**config.mk**
```make
export PLATFORM = sky130hd
export DESIGN_NAME = sweep_ctrl
export DESIGN_NICKNAME = d
export VERILOG_FILES = /design/src/rtl/sweep_ctrl_pkg.sv /design/src/rtl/sweep_ctrl.sv
export SDC_FILE = /design/constraint.sdc
export NUM_CORES = 1
export LEC_CHECK = 0
export ABC_AREA = 1
export BUFFER_PORTS_ARGS = -buffer_cell sky130_fd_sc_hd__buf_2
export CAP_MARGIN = 10
export CORE_MARGIN = 2
export CORE_UTILIZATION = 25
export CTS_CLUSTER_DIAMETER = 150
export DETAILED_ROUTE_END_ITERATION = 7
export SYNTH_ARGS = -nofsm -noshare
export SYNTH_HDL_FRONTEND = slang
export SYNTH_SLANG_ARGS = --single-unit
```
**constraint.sdc**
```tcl
create_clock -name clk -period 4.4 [get_ports clk]
set_clock_uncertainty 0.1 [all_clocks]
set_input_delay 0.66 -clock clk [delete_from_list [all_inputs] [get_ports clk]]
set_output_delay 0.66 -clock clk [all_outputs]
set_load 0.01 [all_outputs]
```
**src/rtl/sweep_ctrl_pkg.sv**
```systemverilog
// Shared definitions for the sweep sequencer: state encoding and the
// default datapath widths used by the top module and its bench.
package sweep_ctrl_pkg;

  typedef enum logic [2:0] {
    IDLE = 3'd0,
    SEEK = 3'd1,
    UP   = 3'd2,
    DOWN = 3'd3,
    DONE = 3'd4
  } state_e;

  localparam int DEF_WIDTH = 4;
  localparam int DEF_SW_W  = 8;

endpackage

```
**src/rtl/sweep_ctrl.sv**
```systemverilog
// Sweep sequencer that steers an external up/down counter: it seeks the
// count to the lower bound, then ping-pongs between the bounds for a
// programmed number of round trips and pulses done at the end.
module sweep_ctrl
  import sweep_ctrl_pkg::*;
#(
  parameter int WIDTH = DEF_WIDTH,
  parameter int SW_W  = DEF_SW_W
) (
  input  logic             clk,
  input  logic             reset,
  input  logic             start,
  input  logic             abort,
  input  logic [WIDTH-1:0] lo,
  input  logic [WIDTH-1:0] hi,
  input  logic [SW_W-1:0]  sweeps,
  input  logic [WIDTH-1:0] count,
  output logic             cnt_en,
  output logic             up_down,
  output logic             busy,
  output logic             done,
  output logic             err,
  output logic [SW_W-1:0]  sweep_cnt
);

  state_e           state_q, state_d;
  logic [WIDTH-1:0] lo_q, lo_d;
  logic [WIDTH-1:0] hi_q, hi_d;
  logic [SW_W-1:0]  sw_q, sw_d;
  logic [SW_W-1:0]  sweep_cnt_q, sweep_cnt_d;
  logic             err_q, err_d;
  logic [SW_W-1:0]  sweep_inc;
  logic             cfg_ok;

  assign sweep_inc = sweep_cnt_q + SW_W'(1);
  assign cfg_ok    = (lo < hi) && (sweeps != '0);

  // Next-state logic and same-cycle counter controls; an abort in an
  // active state overrides whatever the state would otherwise request.
  always_comb begin
    state_d     = state_q;
    lo_d        = lo_q;
    hi_d        = hi_q;
    sw_d        = sw_q;
    sweep_cnt_d = sweep_cnt_q;
    err_d       = 1'b0;
    cnt_en      = 1'b0;
    up_down     = 1'b1;

    case (state_q)
      IDLE: begin
        if (start) begin
          if (cfg_ok) begin
            lo_d        = lo;
            hi_d        = hi;
            sw_d        = sweeps;
            sweep_cnt_d = '0;
            state_d     = SEEK;
          end else begin
            err_d = 1'b1;
          end
        end
      end
      SEEK: begin
        cnt_en  = (count != lo_q);
        up_down = (count < lo_q);
        if (count == lo_q) begin
          state_d = UP;
        end
      end
      UP: begin
        cnt_en  = 1'b1;
        up_down = (count != hi_q);
        if (count == hi_q) begin
          state_d = DOWN;
        end
      end
      DOWN: begin
        if (count == lo_q) begin
          sweep_cnt_d = sweep_inc;
          if (sweep_inc == sw_q) begin
            cnt_en  = 1'b0;
            state_d = DONE;
          end else begin
            cnt_en  = 1'b1;
            up_down = 1'b1;
            state_d = UP;
          end
        end else begin
          cnt_en  = 1'b1;
          up_down = 1'b0;
        end
      end
      DONE: begin
        state_d = IDLE;
      end
      default: begin
        state_d = IDLE;
      end
    endcase

    if (abort && (state_q == SEEK || state_q == UP || state_q == DOWN)) begin
      cnt_en      = 1'b0;
      sweep_cnt_d = sweep_cnt_q;
      state_d     = IDLE;
    end
  end

  // State, latched configuration, round-trip counter and error pulse.
  always_ff @(posedge clk or posedge reset) begin
    if (reset) begin
      state_q     <= IDLE;
      lo_q        <= '0;
      hi_q        <= '0;
      sw_q        <= '0;
      sweep_cnt_q <= '0;
      err_q       <= 1'b0;
    end else begin
      state_q     <= state_d;
      lo_q        <= lo_d;
      hi_q        <= hi_d;
      sw_q        <= sw_d;
      sweep_cnt_q <= sweep_cnt_d;
      err_q       <= err_d;
    end
  end

  assign busy      = (state_q != IDLE);
  assign done      = (state_q == DONE);
  assign err       = err_q;
  assign sweep_cnt = sweep_cnt_q;

endmodule

```
==> results of run 1 <==
[per-stage QoR]
step / cells / instance area, um^2 / power [W] / worst slack (ps)
2_1_floorplan: 254 / 1803 / 0.0007456 / 2114
5_1_grt: 389 / 2173 / 0.001128 / 1309
3_5_place_dp: 384 / 2091 / 0.0008635 / 1853
3_3_place_gp: 384 / 2091 / 0.0008611 / 1922
6_report: 389 / 2173 / 0.001023 / 1528
4_1_cts: 388 / 2146 / 0.001032 / 1525
[final cells by class]
cell class / instances / area, um^2
fill: 758 / 4696
multi-input combinational: 184 / 939.7
sequential: 28 / 700.7
timing repair buffer: 37 / 207.7
inverter: 40 / 150.1
tap: 96 / 120.1
clock buffer: 4 / 55.05
[power groups by stage]
stage	logic [W]	clock network, W	registers (W)
floorplan	0.000351	0	0.000394
global placement	0.000456	0	0.000405
detailed placement	0.000459	0	0.000404
CTS	0.000460	0.000172	0.000400
global route	0.000534	0.000182	0.000412
finish	0.000457	0.000165	0.000401
[path summary, 6_finish.rpt]
path	startpoint	end	slack, ps	cells after the start
max in group asynchronous	reset	sweep_cnt[5]$_DFFE_PP0P_	3560	3
worst min register to register	sw_q[2]$_DFFE_PP0P_	sw_q[2]$_DFFE_PP0P_	400	2
worst max register to register	sweep_cnt[0]$_DFFE_PP0P_	state_q[1]$_DFFE_PP0P_	2470	12
worst min-delay path	reset	hi_q[1]$_DFFE_PP0P_	210	2
worst max-delay path	sweep_cnt[0]$_DFFE_PP0P_	cnt_en	1530	13
min in group clk	sw_q[2]$_DFFE_PP0P_	sw_q[2]$_DFFE_PP0P_	400	2
[worst register-to-register path, delay by kind of cell, from the launching register on]
family                     cells  cell delay, ps
adders and majority gates      1             240
DFF                            1             490
and+or+nand+nor               11            1020
[cell families after synthesis]
| kind of cell | Yosys count | synth area share (%) |
|---|---|---|
| AO/OA/AOI/OAI | 27 | 8.467 |
| buffers and inverters | 42 | 9.021 |
| flip-flops | 28 | 38.86 |
| adder cells (fa/ha/maj) | 8 | 5.552 |
| XOR/XNOR | 6 | 2.915 |
| AND/OR/NAND/NOR | 143 | 35.18 |
[flip-flops by register name, indices dropped and copies added (netlist names)]
signal     cells
sw_q           8
sweep_cnt      8
hi_q           4
lo_q           4
state_q        3
err            1
[Yosys cell counts (2+ instances only)]
master	count	area [um^2]
inv_1	35	131.4
xnor2_1	5	43.79
inv_2	4	15.01
nor4_1	2	12.51
nor2_4	4	45.04
nand2_1	79	296.5
nand4_1	3	18.77
nand3b_1	2	15.01
nand2_2	4	25.02
o21ai_0	11	55.05
dfrtp_1	28	700.7
nor2_1	20	75.07
a21oi_1	12	60.06
nor3_1	2	10.01
ha_1	8	100.1
nand3_1	26	130.1
[routing by layer]
layer  track usage, %  part of all wire, %  vias to the layer above
met2            18.79                   44                       41
met1            16.60                   49                      767
met5                0                    0                        -
li1                 -                    -                      884
met4            3.306                 0.86                        0
met3            2.770                  5.3                        4
==> impl_metrics.csv, run 1 <==
group,metric,value,unit
yosys,synth_edf_count,0,
place,io_buffers,36,
cells_and_area,final_common_cell,"nand2_1",
clock_network,clk_pin_slew,100,ps
global_routing,grt_pass1_vias,1606,
timing,setup_viol,0,
clock_network,clk_latency,280,ps
yosys,synth_async_sr_flop_share,100.0,%
route,drc,0,
clock_network,post_cts_buffers,0,
clock_network,h-tree-depth,1,
cells_and_area,nNetsFinal,326,
place,dp.final_hpwl,3447,um
cells_and_area,layout_common_cells,"79 x nand2_1, 36 x buf_2, 35 x inv_1, 28 x dfrtp_1, 26 x nand3_1",
route,drt-initial-drc-count,57,
outcome,status,"finished, final reports clean",
yosys,yosysUniqueCellTypes,25,
clock_network,clock_sinks,28,
setup_path,path_buf_inv,2,
clock_network,root_buffer,"clkbuf_8",
timing,holdWs,213.3,ps
pwr,p_leak,1.161,nW
pwr,pwr-share-clk,16.1,%
clock_network,clockBufferDepth,2,
pwr,p_per_area,470.8,mW/mm^2
global_routing,overflow,0,
timing,fin_crit_sh,65.28,%
run,cap_violations,0,
setup_path,cp_slowest_cell,"dfrtp_1",
route,first_pass_iters,6,
setup_path,cp-end-kind,"output pin",
min_path,hold_path.class,"in -> async",
yosys,syn_avg_cell_area,7.098,um^2
timing,tns,0,ps
route,wl_per_cell,11.06,um
yosys,ys_warn_count,0,
setup_path,crit_chain,"ha_1 -> nand3_1 -> nor2_1 -> nand2_1 -> nand3_1 -> nand2_1 -> nor2_1 -> nand3_1 -> nand2_1 -> nand3_1 -> nand2_1 -> inv_1 -> buf_2",
floorplan,core-area,0.006869,mm^2
timing,hold_viol_final,0,
clock_network,cts_resized,0,
setup_path,critPathTopFamily,"simple AND/OR/NAND/NOR gates",
cells_and_area,diodes,0,
yosys,synth-main-ff-cell,"dfrtp_1",
route,routed_wirelength,4301,um
place,place.gp.congestion,0.9373,
timing,slew_violations,0,
timing,fmax,0.3481,GHz
timing,post-route-min-period,2872,ps
setup_path,cp_slowest_stage_delay,490,ps
cells_and_area,final_util,31.64,%
clock_network,cts_tree,"yes",
yosys,ys_seq_area_share,38.86,%
cells_and_area,synthToLayoutAreaGrowth,20.54,%
pwr,switching_share,41.88,%
yosys,syn_area,0.001803,mm^2
route,detail-route-antenna-nets,0,
pwr,p_int,0.0005947,W
route,vias_per_cell,4.360,
setup_path,critPathArrivalTime,2110,ps
floorplan,rows,30,
global_routing,grt_usage,11.98,%
timing,rsz0062_at_grt,"no",
timing,worstMarginPinSlew,454.4,ps
floorplan,dieWidth,88.93,um
clock_network,cts_buffers,3,
setup_path,cp.required,3640,ps
global_routing,grt_max_degree,29,
pwr,pwr-share-comb,44.7,%
global_routing,grt_first_pass_wirelength,7369,um
floorplan,start_util,26.25,%
floorplan,dieHeight,88.93,um
timing,slew_headroom,69.60,%
floorplan,design.die.area,0.007908,mm^2
clock_network,cts.hold.buffers_added,0,
setup_path,crit_path_start_kind,"register",
setup_path,path_class,"reg -> out",
yosys,syn_nets,286,
route,num_vias,1696,
setup_path,worstPathMaxFanout,8,
yosys,netlist_instances,254,
cells_and_area,drive_gt1_share,19.45,%
floorplan,ios,37,
global_routing,antenna_found_initial,0,
pwr,ir_worst_vdd,253.1,uV
pwr,p_seq_share,39.2,%
pwr,power.switching,0.0004286,W
yosys,ys_seq_elements,28,
Power figures use the tool's default switching activity.
==> inputs of run 2 (changes only) <==
clock period = 2.45 ns   (was 4.4 ns; I/O delays follow)
==> impl_metrics.csv, run 2 (same netlist as run 1, synthesis figures left out) <==
group,metric,value,unit
clock_network,cts_buffers,3,
setup_path,crit_chain,"ha_4 -> nand3_4 -> inv_2 -> nand2_2 -> nand2_2 -> nand3_1 -> nand2_1 -> nor2_2 -> nand3_2 -> nand2_2 -> nand3_2 -> nand2_2 -> inv_2 -> buf_6",
global_routing,grt_usage,11.76,%
pwr,power.switching,0.0008141,W
global_routing,grt_max_degree,29,
pwr,pwr-share-comb,49.1,%
setup_path,path_buf_inv,3,
floorplan,dieHeight,88.93,um
floorplan,design.die.area,0.007908,mm^2
place,dp_cells,386,
pwr,p_per_area,817.9,mW/mm^2
route,wl_per_cell,11.38,um
global_routing,overflow,0,
setup_path,r2r_slack,80,ps
pwr,p_int,0.001095,W
timing,worstMarginPinSlew,506.2,ps
clock_network,root_buffer,"clkbuf_8",
place,place.gp.congestion,0.8325,
pwr,p_seq_share,37.4,%
route,first_pass_iters,4,
cells_and_area,final_common_cell,"nand2_1",
timing,fin_crit_sh,97.90,%
floorplan,ios,37,
route,vias_per_cell,4.420,
route,detail-route-antenna-nets,0,
clock_network,clock_sinks,28,
place,dp.final_hpwl,3468,um
route,drc,0,
pwr,ir_worst_vdd,393.0,uV
setup_path,crit_top_cell,"nand2_2",
timing,rsz0062_at_grt,"yes",
pwr,p_leak,1.203,nW
timing,setup_viol,0,
setup_path,critPathArrivalTime,1930,ps
floorplan,core-area,0.006869,mm^2
setup_path,cp_slowest_stage_delay,450,ps
cells_and_area,drive_gt1_share,31.25,%
timing,hold_viol_final,0,
global_routing,grt_first_pass_wirelength,7320,um
setup_path,r2r_start,"sweep_cnt[1]$_DFFE_PP0P_",
cells_and_area,diodes,0,
route,num_vias,1768,
floorplan,dieWidth,88.93,um
global_routing,grt_pass1_vias,1641,
pwr,power,0.001909,W
timing,fmax,0.4169,GHz
pwr,pwr-share-clk,13.5,%
floorplan,rows,30,
cells_and_area,nNetsFinal,338,
run,cap_violations,0,
cells_and_area,finalNonFillerCells,400,
clock_network,clk_pin_slew,100,ps
setup_path,cp_slowest_cell,"dfrtp_2",
setup_path,worstPathMaxFanout,4,
clock_network,clockBufferDepth,2,
timing,slew_headroom,65.95,%
clock_network,cts_tree,"yes",
timing,slew_violations,0,
cells_and_area,layout_common_cells,"69 x nand2_1, 35 x buf_2, 31 x inv_1, 25 x dfrtp_1, 22 x nand3_1",
pwr,switching_share,42.63,%
setup_path,cp.required,1980,ps
route,drt-initial-drc-count,64,
clock_network,h-tree-depth,1,
setup_path,crit_path_start_kind,"register",
clock_network,clk_latency,270,ps
setup_path,critPathTopFamily,"simple AND/OR/NAND/NOR gates",
outcome,status,"finished, final reports clean",
setup_path,cp-end-kind,"output pin",
setup_path,rr_worst_depth,16,
setup_path,worstSetupStartpoint,"sweep_cnt[1]$_DFFE_PP0P_",
setup_path,path_class,"reg -> out",
setup_path,timing.rr.end,"state_q[2]$_DFFE_PP0P_",
cells_and_area,synthToLayoutAreaGrowth,29.49,%
floorplan,start_util,26.25,%
timing,post-route-min-period,2399,ps
route,routed_wirelength,4553,um
min_path,hold_path.class,"in -> async",
place,io_buffers,36,
global_routing,antenna_found_initial,0,
clock_network,cts.hold.buffers_added,0,
## run 2: stage by stage
step | instance area (um^2) | setup TNS [ps] | setup slack [ps] | hold WS [ps] | util, %
3_5_place_dp | 2106 | 0 | 233.4 | 361.2 | 30.66
6_report | 2335 | 0 | 51.42 | 44.40 | 33.99
5_1_grt | 2335 | -88.08 | -84.69 | 95.13 | 33.99
4_1_cts | 2223 | -8.360 | -8.360 | 58.05 | 32.37
2_1_floorplan | 1803 | 0 | 456.5 | 332.9 | -
3_3_place_gp | 2106 | 0 | 261.1 | 359.2 | 30.66
## run 2: cell type report
class | count | area, um^2
clock buffer | 3 | 41.29
multi-input combinational | 184 | 1027
inverter | 40 | 150.1
fill | 731 | 4534
timing repair buffer | 49 | 291.5
sequential | 28 | 704.4
tap | 96 | 120.1
## run 2: worst max path at each step
stage | slack (ps) | cells after the start | to
2_1_floorplan | 460 | 12 | cnt_en
3_3_place_gp | 260 | 13 | cnt_en
3_5_place_dp | 230 | 13 | cnt_en
4_1_cts | -8 | 13 | cnt_en
5_1_grt | -80 | 12 | cnt_en
6_report | 50 | 14 | cnt_en
## run 2: worst reg2reg max path, stage by stage, from the launching register on
cell	delay, ps
dfrtp_2	450
ha_4	190
nand3_4	110
inv_2	50
nand2_2	70
nand2_2	50
nand3_1	70
nand2_1	60
nor2_2	110
nand3_2	110
buf_4	150
buf_4	120
buf_4	120
buf_4	120
buf_4	120
buf_4	120
nor3_1	170
## run 2: timing repair
item	in CTS	in global routing
hold endpoints to repair	0	0
setup endpoints to repair	1	2
setup buffers	8	3
gates resized for setup	5	29
pin swaps	4	15
## run 2: power groups by stage
stage          registers, W  logic [W]  clock network [W]
2_1_floorplan      0.000708   0.000631                  0
3_3_place_gp       0.000716   0.000838                  0
3_5_place_dp       0.000717   0.000858                  0
4_1_cts            0.000709   0.000872           0.000264
5_1_grt            0.000729    0.00106           0.000279
6_report           0.000714   0.000937           0.000258
## run 2: layer usage
| metal | vias to the layer above | track usage (%) | wire (um) | share of wire, % |
|---|---|---|---|---|
| li1 | 904 | - | - | - |
| met1 | 823 | 16.11 | 2207 | 48 |
| met2 | 39 | 19.40 | 2098 | 46 |
| met3 | 2 | 2.308 | 228 | 5.0 |
| met4 | 0 | 2.342 | 19 | 0.42 |
| met5 | - | 0 | 0 | 0 |
==> inputs of run 3 (changes only) <==
CAP_MARGIN = default   (was 10)
CORE_UTILIZATION = 40   (was 25)
==> impl_metrics.csv, run 3 (same netlist as run 1, synthesis figures left out) <==
group,metric,value,unit
cells_and_area,seqCellArea,704.4,um^2
timing,worst_slack,24.81,ps
floorplan,rows,24,
setup_path,cp_slowest_cell,"dfrtp_2",
pwr,ir_worst_vdd,451.9,uV
min_path,hold_path.class,"in -> async",
pwr,p_per_area,850.4,mW/mm^2
cells_and_area,drive_gt1_share,30.10,%
route,drc,0,
setup_path,crit_path_start_kind,"register",
cells_and_area,finalNonFillerCells,351,
cells_and_area,final_common_cell,"nand2_1",
global_routing,grt_first_pass_wirelength,7238,um
clock_network,cts_buffers,3,
clock_network,clk_latency,280,ps
floorplan,core-area,0.004354,mm^2
cells_and_area,nNetsFinal,333,
route,wl_per_cell,12.45,um
pwr,power,0.001928,W
clock_network,root_buffer,"clkbuf_8",
timing,setup_viol,0,
floorplan,ios,37,
timing,slew_headroom,74.76,%
timing,rsz0062_at_grt,"yes",
cells_and_area,multiInputGateArea,0.001050,mm^2
clock_network,clk_pin_slew,100,ps
cells_and_area,fillers,439,
setup_path,worstPathMaxFanout,3,
setup_path,cp-end-kind,"output pin",
floorplan,design.die.area,0.005060,mm^2
route,num_vias,1747,
place,io_buffers,36,
setup_path,cp_slowest_stage_delay,450,ps
global_routing,grt_max_degree,29,
route,drt-initial-drc-count,99,
timing,fin_crit_sh,98.99,%
route,vias_per_cell,4.977,
route,detail-route-antenna-nets,0,
outcome,status,"finished, final reports clean",
setup_path,crit_chain,"buf_6 -> buf_4 -> nand3_1 -> nand2_1 -> nand3b_1 -> nand3_2 -> nor2_1 -> nand3_2 -> nand2_2 -> nand3_2 -> nand2_1 -> inv_1 -> buf_2",
global_routing,grt_usage,17.76,%
floorplan,start_util,41.41,%
floorplan,dieWidth,71.14,um
run,cap_violations,0,
timing,worstMarginPinSlew,378.6,ps
place,place.gp.congestion,0.9474,
floorplan,dieHeight,71.14,um
route,first_pass_iters,5,
timing,fmax,0.4123,GHz
global_routing,grt_pass1_vias,1691,
clock_network,cts.hold.buffers_added,0,
place,dp.final_hpwl,3287,um
place,post-place-ws,255.2,ps
setup_path,path_class,"reg -> out",
timing,post-route-min-period,2425,ps
cells_and_area,diodes,0,
timing,slew_violations,0,
clock_network,h-tree-depth,1,
clock_network,cts_tree,"yes",
timing,hold_viol_final,0,
timing,tns,0,ps
clock_network,clockBufferDepth,2,
route,routed_wirelength,4370,um
global_routing,antenna_found_initial,0,
setup_path,critPathArrivalTime,1960,ps
setup_path,cp.required,1980,ps
cells_and_area,layout_common_cells,"70 x nand2_1, 36 x buf_2, 33 x inv_1, 25 x dfrtp_1, 19 x nand3_1",
global_routing,overflow,0,
clock_network,clock_sinks,28,
place,dp_cells,343,
setup_path,crit_top_cell,"nand3_2",
pwr,p_leak,1.212,nW
cells_and_area,synthToLayoutAreaGrowth,25.75,%
[run 3: changes by cell type in the layout (fill, tap and decap cells not counted), moves of 2 or more]
cell	previous run	this run
buf_4	11	6
nand3_1	22	19
nand3_2	3	6
buf_6	3	1
inv_1	31	33
inv_2	8	6
nand2_2	14	12
[run 3: repair_timing]
item / in CTS / in global routing
gates resized for setup: 0 / 34
buffers inserted: 3 / 2
setup endpoints to repair: 1 / 1
cloned: 0 / 0
pin swaps: 0 / 14
[run 3: layout make-up]
class                           instances  share of cell area [%]
Inverter                               40                   6.623
Tap cell                               52                   2.870
Timing Repair Buffer                   44                   11.31
Sequential cell                        28                   31.07
Multi-Input combinational cell        184                   46.30
Clock buffer                            3                   1.821
[run 3: critical path: cells and delay by family (launching register included)]
kind	cells	cell delay, ps
and+or+nand+nor	9	810
buffers and inverters	4	400
DFF	1	450
[run 3: path summary, 6_finish.rpt]
| path | startpoint | end | slack, ps | cells past startpoint |
|---|---|---|---|---|
| worst max register to register | sweep_cnt[1]$_DFFE_PP0P_ | state_q[1]$_DFFE_PP0P_ | 640 | 12 |
| min in group clk | sweeps[0] | sw_q[0]$_DFFE_PP0P_ | 230 | 3 |
| max in group asynchronous | reset | sweep_cnt[3]$_DFFE_PP0P_ | 1910 | 3 |
| worst min-delay path | reset | sw_q[7]$_DFFE_PP0P_ | 40 | 3 |
| worst max-delay path | sweep_cnt[1]$_DFFE_PP0P_ | cnt_en | 20 | 13 |
| worst min register to register | sw_q[3]$_DFFE_PP0P_ | sw_q[3]$_DFFE_PP0P_ | 400 | 2 |
[run 3: where the power goes]
part	internal (W)	switching (W)	leakage, nW
Clock	0.000111	0.000149	0.0216
Combinational	0.000378	0.000577	0.843
Sequential	0.000611	0.000102	0.347
Total	0.00110	0.000828	1.21
[run 3: routing by layer]
metal	global-route usage (%)	routed length (um)	vias to the layer above	share of wire, %
met5	0	0	-	0
met4	3.983	42	0	0.96
met3	3.561	211	4	4.8
met2	32.71	2171	47	50
met1	21.26	1945	799	45
li1	-	-	897	-
[run 3: metrics by stage]
stage | area [um^2] | hold slack, ps | util (%)
6_report | 2267 | 43.19 | 52.07
5_1_grt | 2267 | 76.81 | 52.07
4_1_cts | 2135 | 54.17 | 49.02
3_5_place_dp | 2071 | 366.0 | 47.56
3_3_place_gp | 2071 | 361.6 | 47.56
2_1_floorplan | 1803 | 332.9 | -
